**src/rtl/sensor_scan_sequencer_pkg.sv**
```systemverilog
// Shared definitions for the greenhouse sensor scan sequencer.
// Latency: n/a (types and constants only).
// Backpressure: n/a.
package sensor_scan_sequencer_pkg;

    localparam int DATA_W_DEF = 8;

    // Sensor index on the shared read port
    localparam logic [1:0] SENS_TEMP  = 2'd0;
    localparam logic [1:0] SENS_HUMID = 2'd1;
    localparam logic [1:0] SENS_LIGHT = 2'd2;
    localparam logic [1:0] SENS_MOIST = 2'd3;

    typedef enum logic [2:0] {
        ST_IDLE    = 3'd0,
        ST_REQ     = 3'd1,
        ST_GAP     = 3'd2,
        ST_PUBLISH = 3'd3,
        ST_WAIT    = 3'd4
    } state_t;

endpackage

```
**src/rtl/sensor_req_timer.sv**
```systemverilog
// Loadable down-counter; expired is high while the count sits at 1 (the last counted cycle).
// Latency: load takes effect on the next clock; expired is combinational from the count.
// Backpressure: none; load has priority over dec, and the count holds at zero.
module sensor_req_timer
    import sensor_scan_sequencer_pkg::*;
#(
    parameter int CNT_W = 8
) (
    input  logic             clk,
    input  logic             rst_n,
    input  logic             load,
    input  logic [CNT_W-1:0] load_val,
    input  logic             dec,
    output logic             expired
);

    logic [CNT_W-1:0] cnt_q;
    logic [CNT_W-1:0] cnt_d;

    // Next count: a load overrides the decrement; never wraps below zero
    always_comb begin
        cnt_d = cnt_q;
        if (load) begin
            cnt_d = load_val;
        end else if (dec && (cnt_q != '0)) begin
            cnt_d = cnt_q - 1'b1;
        end
    end

    // Count register with synchronous active-low reset
    always_ff @(posedge clk) begin
        if (!rst_n) begin
            cnt_q <= '0;
        end else begin
            cnt_q <= cnt_d;
        end
    end

    assign expired = (cnt_q == CNT_W'(1));

endmodule

```
**src/rtl/sensor_scan_sequencer.sv**
```systemverilog
// Periodic scan of four sensors over one req/ack port; publishes all four values together.
// Latency: req 1 cycle after enable seen in IDLE, 2 cycles per sensor with immediate ack, snapshot_valid on cycle 9.
// Backpressure: each read is bounded by TIMEOUT_CYC; SENSOR_RETRY_EN adds one retry per timed-out sensor.
module sensor_scan_sequencer
    import sensor_scan_sequencer_pkg::*;
#(
    parameter int SAMPLE_PERIOD = 1000,
    parameter int TIMEOUT_CYC   = 255,
    parameter int DATA_W        = DATA_W_DEF
) (
    input  logic              clk,
    input  logic              rst_n,
    input  logic              enable,
    output logic              req,
    output logic [1:0]        sel,
    input  logic              ack,
    input  logic [DATA_W-1:0] rdata,
    output logic [DATA_W-1:0] temperature,
    output logic [DATA_W-1:0] humidity,
    output logic [DATA_W-1:0] light_level,
    output logic [DATA_W-1:0] moisture,
    output logic              snapshot_valid,
    output logic [3:0]        timeout_err,
    output logic              busy,
    output logic [7:0]        scan_count
);

    localparam int TO_W = $clog2(TIMEOUT_CYC + 1);
    localparam int SP_W = $clog2(SAMPLE_PERIOD + 1);
    localparam logic [TO_W-1:0] TO_LOAD = TO_W'(TIMEOUT_CYC);
    localparam logic [SP_W-1:0] SP_LOAD = SP_W'(SAMPLE_PERIOD);

    state_t                  state_q, state_d;
    logic                    req_q, req_d;
    logic [1:0]              sel_q, sel_d;
    logic                    busy_q, busy_d;
    logic [3:0][DATA_W-1:0]  shadow_q, shadow_d;
    logic [3:0]              err_pend_q, err_pend_d;
    logic [3:0][DATA_W-1:0]  snap_q, snap_d;
    logic [3:0]              err_q, err_d;
    logic                    valid_q, valid_d;
    logic [7:0]              count_q, count_d;
`ifdef SENSOR_RETRY_EN
    logic                    retry_q, retry_d;
`endif

    logic            to_load;
    logic [TO_W-1:0] to_val;
    logic            to_expired;
    logic            per_load;
    logic [SP_W-1:0] per_val;
    logic            per_expired;

    // Per-read timeout: loaded on entry to REQ, counts only while req is high
    sensor_req_timer #(.CNT_W(TO_W)) u_timeout (
        .clk      (clk),
        .rst_n    (rst_n),
        .load     (to_load),
        .load_val (to_val),
        .dec      (state_q == ST_REQ),
        .expired  (to_expired)
    );

    // Scan interval: loaded on entry to WAIT, counts only in WAIT
    sensor_req_timer #(.CNT_W(SP_W)) u_period (
        .clk      (clk),
        .rst_n    (rst_n),
        .load     (per_load),
        .load_val (per_val),
        .dec      (state_q == ST_WAIT),
        .expired  (per_expired)
    );

    // Next-state and registered-output decode of the scan FSM
    always_comb begin
        state_d    = state_q;
        req_d      = 1'b0;
        sel_d      = sel_q;
        busy_d     = busy_q;
        shadow_d   = shadow_q;
        err_pend_d = err_pend_q;
        snap_d     = snap_q;
        err_d      = err_q;
        valid_d    = 1'b0;
        count_d    = count_q;
        to_load    = 1'b0;
        to_val     = '0;
        per_load   = 1'b0;
        per_val    = '0;
`ifdef SENSOR_RETRY_EN
        retry_d    = retry_q;
`endif
        case (state_q)
            ST_IDLE: begin
                if (enable) begin
                    state_d = ST_REQ;
                    req_d   = 1'b1;
                    sel_d   = SENS_TEMP;
                    busy_d  = 1'b1;
                    to_load = 1'b1;
                    to_val  = TO_LOAD;
                end
            end
            ST_REQ: begin
                // ack beats an expiring timeout on the same cycle
                if (ack) begin
                    shadow_d[sel_q]   = rdata;
                    err_pend_d[sel_q] = 1'b0;
                    state_d           = ST_GAP;
`ifdef SENSOR_RETRY_EN
                    retry_d           = 1'b0;
`endif
                end else if (to_expired) begin
                    state_d = ST_GAP;
`ifdef SENSOR_RETRY_EN
                    if (!retry_q) begin
                        retry_d = 1'b1;
                    end else begin
                        retry_d           = 1'b0;
                        err_pend_d[sel_q] = 1'b1;
                    end
`else
                    err_pend_d[sel_q] = 1'b1;
`endif
                end else begin
                    req_d = 1'b1;
                end
            end
            ST_GAP: begin
                to_load = 1'b1;
`ifdef SENSOR_RETRY_EN
                if (retry_q) begin
                    state_d = ST_REQ;
                    req_d   = 1'b1;
                    to_val  = TO_LOAD;
                end else
`endif
                if (sel_q != SENS_MOIST) begin
                    state_d = ST_REQ;
                    req_d   = 1'b1;
                    sel_d   = sel_q + 2'd1;
                    to_val  = TO_LOAD;
                end else begin
                    // Whole snapshot becomes visible on the edge entering PUBLISH
                    state_d = ST_PUBLISH;
                    sel_d   = SENS_TEMP;
                    snap_d  = shadow_q;
                    err_d   = err_pend_q;
                    valid_d = 1'b1;
                    count_d = count_q + 8'd1;
                end
            end
            ST_PUBLISH: begin
                busy_d = 1'b0;
                if (enable) begin
                    state_d  = ST_WAIT;
                    per_load = 1'b1;
                    per_val  = SP_LOAD;
                end else begin
                    state_d  = ST_IDLE;
                end
            end
            ST_WAIT: begin
                if (!enable) begin
                    state_d  = ST_IDLE;
                    per_load = 1'b1;
                end else if (per_expired) begin
                    state_d = ST_REQ;
                    req_d   = 1'b1;
                    sel_d   = SENS_TEMP;
                    busy_d  = 1'b1;
                    to_load = 1'b1;
                    to_val  = TO_LOAD;
                end
            end
            default: begin
                state_d = ST_IDLE;
                busy_d  = 1'b0;
            end
        endcase
    end

    // FSM state and all registered outputs; reset discards any partial scan
    always_ff @(posedge clk) begin
        if (!rst_n) begin
            state_q    <= ST_IDLE;
            req_q      <= 1'b0;
            sel_q      <= SENS_TEMP;
            busy_q     <= 1'b0;
            shadow_q   <= '0;
            err_pend_q <= '0;
            snap_q     <= '0;
            err_q      <= '0;
            valid_q    <= 1'b0;
            count_q    <= '0;
`ifdef SENSOR_RETRY_EN
            retry_q    <= 1'b0;
`endif
        end else begin
            state_q    <= state_d;
            req_q      <= req_d;
            sel_q      <= sel_d;
            busy_q     <= busy_d;
            shadow_q   <= shadow_d;
            err_pend_q <= err_pend_d;
            snap_q     <= snap_d;
            err_q      <= err_d;
            valid_q    <= valid_d;
            count_q    <= count_d;
`ifdef SENSOR_RETRY_EN
            retry_q    <= retry_d;
`endif
        end
    end

    assign req            = req_q;
    assign sel            = sel_q;
    assign busy           = busy_q;
    assign temperature    = snap_q[SENS_TEMP];
    assign humidity       = snap_q[SENS_HUMID];
    assign light_level    = snap_q[SENS_LIGHT];
    assign moisture       = snap_q[SENS_MOIST];
    assign timeout_err    = err_q;
    assign snapshot_valid = valid_q;
    assign scan_count     = count_q;

endmodule

```
**config.mk**
```make
export PLATFORM = sky130hd
export DESIGN_NAME = sensor_scan_sequencer
export DESIGN_NICKNAME = d
export VERILOG_FILES = /design/src/rtl/sensor_scan_sequencer_pkg.sv /design/src/rtl/sensor_req_timer.sv /design/src/rtl/sensor_scan_sequencer.sv
export SDC_FILE = /design/constraint.sdc
export NUM_CORES = 1
export LEC_CHECK = 0
export ABC_CLOCK_PERIOD_IN_PS = 3600
export BUFFER_PORTS_ARGS = -buffer_cell sky130_fd_sc_hd__buf_2
export CAP_MARGIN = 20
export CORE_MARGIN = 10
export CORE_UTILIZATION = 58
export DETAILED_ROUTE_END_ITERATION = 7
export GPL_TIMING_DRIVEN = 0
export PLACE_DENSITY = 0.86
export REMOVE_ABC_BUFFERS = 1
export SLEW_MARGIN = 20
export SYNTH_ARGS = -nofsm -noshare
export SYNTH_HDL_FRONTEND = slang
export SYNTH_HIERARCHICAL = 1
export SYNTH_SLANG_ARGS = --single-unit
```
**constraint.sdc**
```tcl
create_clock -name clk -period 3.6 [get_ports clk]
set_clock_uncertainty 0.2 [all_clocks]
set_input_delay 0.54 -clock clk [delete_from_list [all_inputs] [get_ports clk]]
set_output_delay 0.54 -clock clk [all_outputs]
set_load 0.05 [all_outputs]
```
==> impl_metrics.json <==
{
  "critical_path.startpoint_type": "flop",
  "post-route-period-util_pct": 90.57,
  "cpPeakStageDelay_ns": 0.72,
  "largest_net_degree_at_the_start_of_global_routing": 110,
  "drt_wl_total_um": 10410,
  "vias": 3902,
  "post-synth-top-count-cell": "sky130_fd_sc_hd__nand2_1",
  "synth_area_per_cell_sq_um": 8.736,
  "grt_pass1_vias": 3704,
  "final.fill_count": 678,
  "worstSetupPathType": "reg2reg",
  "io-pin-count": 61,
  "die_y_um": 110.9,
  "finalSetupViolCount": 0,
  "core.rowCount": 33,
  "min_period_ns": 3.260,
  "top_cells_by_area_in_the_synthesized_netlist": "sky130_fd_sc_hd__dfxtp_1 44%, sky130_fd_sc_hd__nand2_1 9.8%, sky130_fd_sc_hd__a21boi_1 8.1%, sky130_fd_sc_hd__nand3_1 4.2%, sky130_fd_sc_hd__a21boi_0 3.3%",
  "grt_pass1_wl_um": 17460,
  "antenna-diode-count": 0,
  "detailedRoute.firstIterationViolations": 233,
  "synth_seq_area_share_pct": 44.25,
  "synth_top_cell_by_area": "sky130_fd_sc_hd__dfxtp_1",
  "post_drt_via_cell_ratio": 5.566,
  "ctsHoldBuffers": 0,
  "power_density_nw_per_um2": 403.6,
  "place.gp.congestion": 0.8242,
  "max-clock-path-buffers": 2,
  "insertion_delay_ns": 0.36,
  "synthesized_area_fraction_occupied_by_ao_oa_aoi_and_oai_cells_pct": 20.64,
  "clock-root-buffer": "sky130_fd_sc_hd__clkbuf_8",
  "worst-endpoint-arrival_ns": 3.34,
  "cts.repair.resized": 0,
  "synth-simple-area-share_pct": 24.00,
  "antenna_found_initial": 0,
  "p_leak_nw": 2.053,
  "synth_top_cell_area_share_pct": 44.25,
  "layout-drive-gt1-share_pct": 16.28,
  "critical-path-top-cell-by-count": "sky130_fd_sc_hd__and4_1",
  "cpMaxStageDelayCell": "sky130_fd_sc_hd__a211oi_2",
  "drv_cap": 0,
  "layout.nets": 613,
  "antenna_violating_nets_post_route": 0,
  "vdd.ir_drop.worst_mv": 0.2958,
  "h_tree_depth": 3,
  "grt.overflow.total": 0,
  "timing_max_transition_violations_final": 0,
  "initial_utilization_pct": 58.96,
  "synth_enable_flop_cells": 0,
  "areaGrowthSynthToFinish_pct": 9.757,
  "synthesis.instances": 549,
  "grt_setup_unrepaired": "no",
  "worst_pin_slew_ns": 1.072,
  "postSynthRegisterBits": 106,
  "largest_family_of_logic_cells_by_synthesized_area": "simple AND/OR/NAND/NOR gates",
  "critical_path_data_required_time_ns": 3.68,
  "post_layout_total_power_mw": 2.125,
  "wl_per_cell_um": 14.85,
  "number_of_sinks_driven_by_the_clock_tree": 106,
  "synth_xor_xnor_area_share_pct": 2.922,
  "end_kind": "flop",
  "hp-class": "reg2reg",
  "finalHoldViolations": 0,
  "synthAdderAreaFrac_pct": 2.609,
  "async_flop_share_pct": 0,
  "cp_top_family": "simple AND/OR/NAND/NOR gates",
  "worst-path-buf-inv": 1,
  "highest_clock_rate_ghz": 0.3067,
  "max_slew_margin_pct": 28.28,
  "dp.final_hpwl_um": 6995,
  "yosys-mux-area-fraction_pct": 0.7305,
  "post_cts_buffers": 0,
  "stdcell_count": 701,
  "post_route_worst_hold_slack_ns": 0.2518,
  "ys_dominant_reg_cell": "sky130_fd_sc_hd__dfxtp_1",
  "placement.io_buffers": 60,
  "cts_made_buffers": 9,
  "synth_common_cells": "125 x sky130_fd_sc_hd__nand2_1, 106 x sky130_fd_sc_hd__dfxtp_1, 52 x sky130_fd_sc_hd__a21boi_1",
  "die_area_sq_um": 12310,
  "track_usage_pct": 16.28,
  "timing.reg2reg.setup_slack_ns": 0.34,
  "synth.yosys.warnings": 6,
  "dp.cells": 685,
  "result_of_the_run": "complete, no violations",
  "finish.utilization_pct": 64.71,
  "path_cells": "nor4_2, and4_1, nand2b_1, a211oi_2, clkinv_1, and4_1, a211oi_1",
  "clk_pin_slew_worst_paths_ns": 0.11,
  "tns_ns": 0,
  "floorplan.core_area_sq_um": 8134,
  "drt_pass1_iterations": 4,
  "fp.dieW_um": 110.9,
  "netlist_area_sq_um": 4796,
  "remaining_drc_errors": 0,
  "ys_types": 64,
  "cts_tree": "done",
  "critPathMaxFanout": 12
}
## placed cells by master (no fill, tap or decap), types with 4 or more instances in the layout
master	count
sky130_fd_sc_hd__o21a_1	5
sky130_fd_sc_hd__and2_1	9
sky130_fd_sc_hd__nor3_1	6
sky130_fd_sc_hd__xnor2_1	8
sky130_fd_sc_hd__nand3_1	40
sky130_fd_sc_hd__nand2b_1	5
sky130_fd_sc_hd__dfxtp_1	106
sky130_fd_sc_hd__inv_1	13
sky130_fd_sc_hd__nand2_1	125
sky130_fd_sc_hd__and3_1	4
sky130_fd_sc_hd__conb_1	4
sky130_fd_sc_hd__o21ai_0	16
sky130_fd_sc_hd__ha_1	10
sky130_fd_sc_hd__a21boi_0	21
sky130_fd_sc_hd__a21boi_1	52
sky130_fd_sc_hd__nor2_1	14
sky130_fd_sc_hd__a31oi_1	4
sky130_fd_sc_hd__buf_2	59
sky130_fd_sc_hd__xor2_1	8
sky130_fd_sc_hd__clkbuf_8	9
sky130_fd_sc_hd__a21oi_1	14
## stage by stage
stage | worst slack, ns | instance area, sq um
2_1_floorplan | 0.9532 | 4634
3_3_place_gp | 0.5310 | 5066
3_5_place_dp | 0.4447 | 5069
4_1_cts | 0.4150 | 5264
5_1_grt | 0.1309 | 5264
6_report | 0.3396 | 5264
## layer usage
metal,vias up,share of wire [%],track usage (%)
met1,1857,45,21.01
met3,9,5.8,4.437
met2,78,48,25.59
li1,1958,-,-
met5,-,0,0
met4,0,0.93,5.469
## sequential cells by signal, indices dropped and copies added (netlist names), 2 cells and up, named ones only
| signal | flops |
|---|---|
| moisture | 8 |
| temperature | 8 |
| shadow_q | 32 |
| timeout_err | 4 |
| u_timeout/cnt_q | 8 |
| u_period/cnt_q | 10 |
| state_q | 3 |
| light_level | 8 |
| scan_count | 8 |
| humidity | 8 |
| sel | 2 |
## final cells by class
type | instances | area, sq um | share of cell area (%)
Timing Repair Buffer | 60 | 302.8 | 5.752
Multi-Input combinational cell | 399 | 2456 | 46.66
Clock buffer | 9 | 123.9 | 2.353
Sequential cell | 106 | 2122 | 40.31
Tap cell | 105 | 131.4 | 2.496
Clock inverter | 7 | 71.32 | 1.355
Inverter | 15 | 56.30 | 1.070
## power by group
group	total (mW)	leakage, nW	switching [mW]	internal (mW)
clock	0.720	0.0995	0.447	0.273
combinational	0.188	1.10	0.116	0.0729
sequential	1.22	0.857	0.0231	1.19
## path summary, 6_finish.rpt
path,start,to,depth (start not counted)
worst max-delay path,u_period/cnt_q[4],u_timeout/cnt_q[5],7
worst min-delay path,shadow_q[2],temperature[2],2
worst min register to register,shadow_q[2],temperature[2],2
worst max register to register,u_period/cnt_q[4],u_timeout/cnt_q[5],7
## worst reg2reg max path, stage by stage (launching register included)
cell and delay [ns]:
sky130_fd_sc_hd__dfxtp_1 0.39, sky130_fd_sc_hd__nor4_2 0.45, sky130_fd_sc_hd__and4_1 0.33, sky130_fd_sc_hd__nand2b_1 0.10, sky130_fd_sc_hd__a211oi_2 0.73, sky130_fd_sc_hd__clkinv_1 0.47
sky130_fd_sc_hd__and4_1 0.31, sky130_fd_sc_hd__a211oi_1 0.20
## logic make-up after synthesis
| kind of cell | count (synthesis) |
|---|---|
| other | 1 |
| adders and majority gates | 10 |
| xor gates and xnor gates | 16 |
| buffers and inverters | 47 |
| AOI/OAI and AO/OA | 133 |
| muxes | 3 |
| and+or+nand+nor | 233 |
| DFF | 106 |
Power figures use the tool's default switching activity.
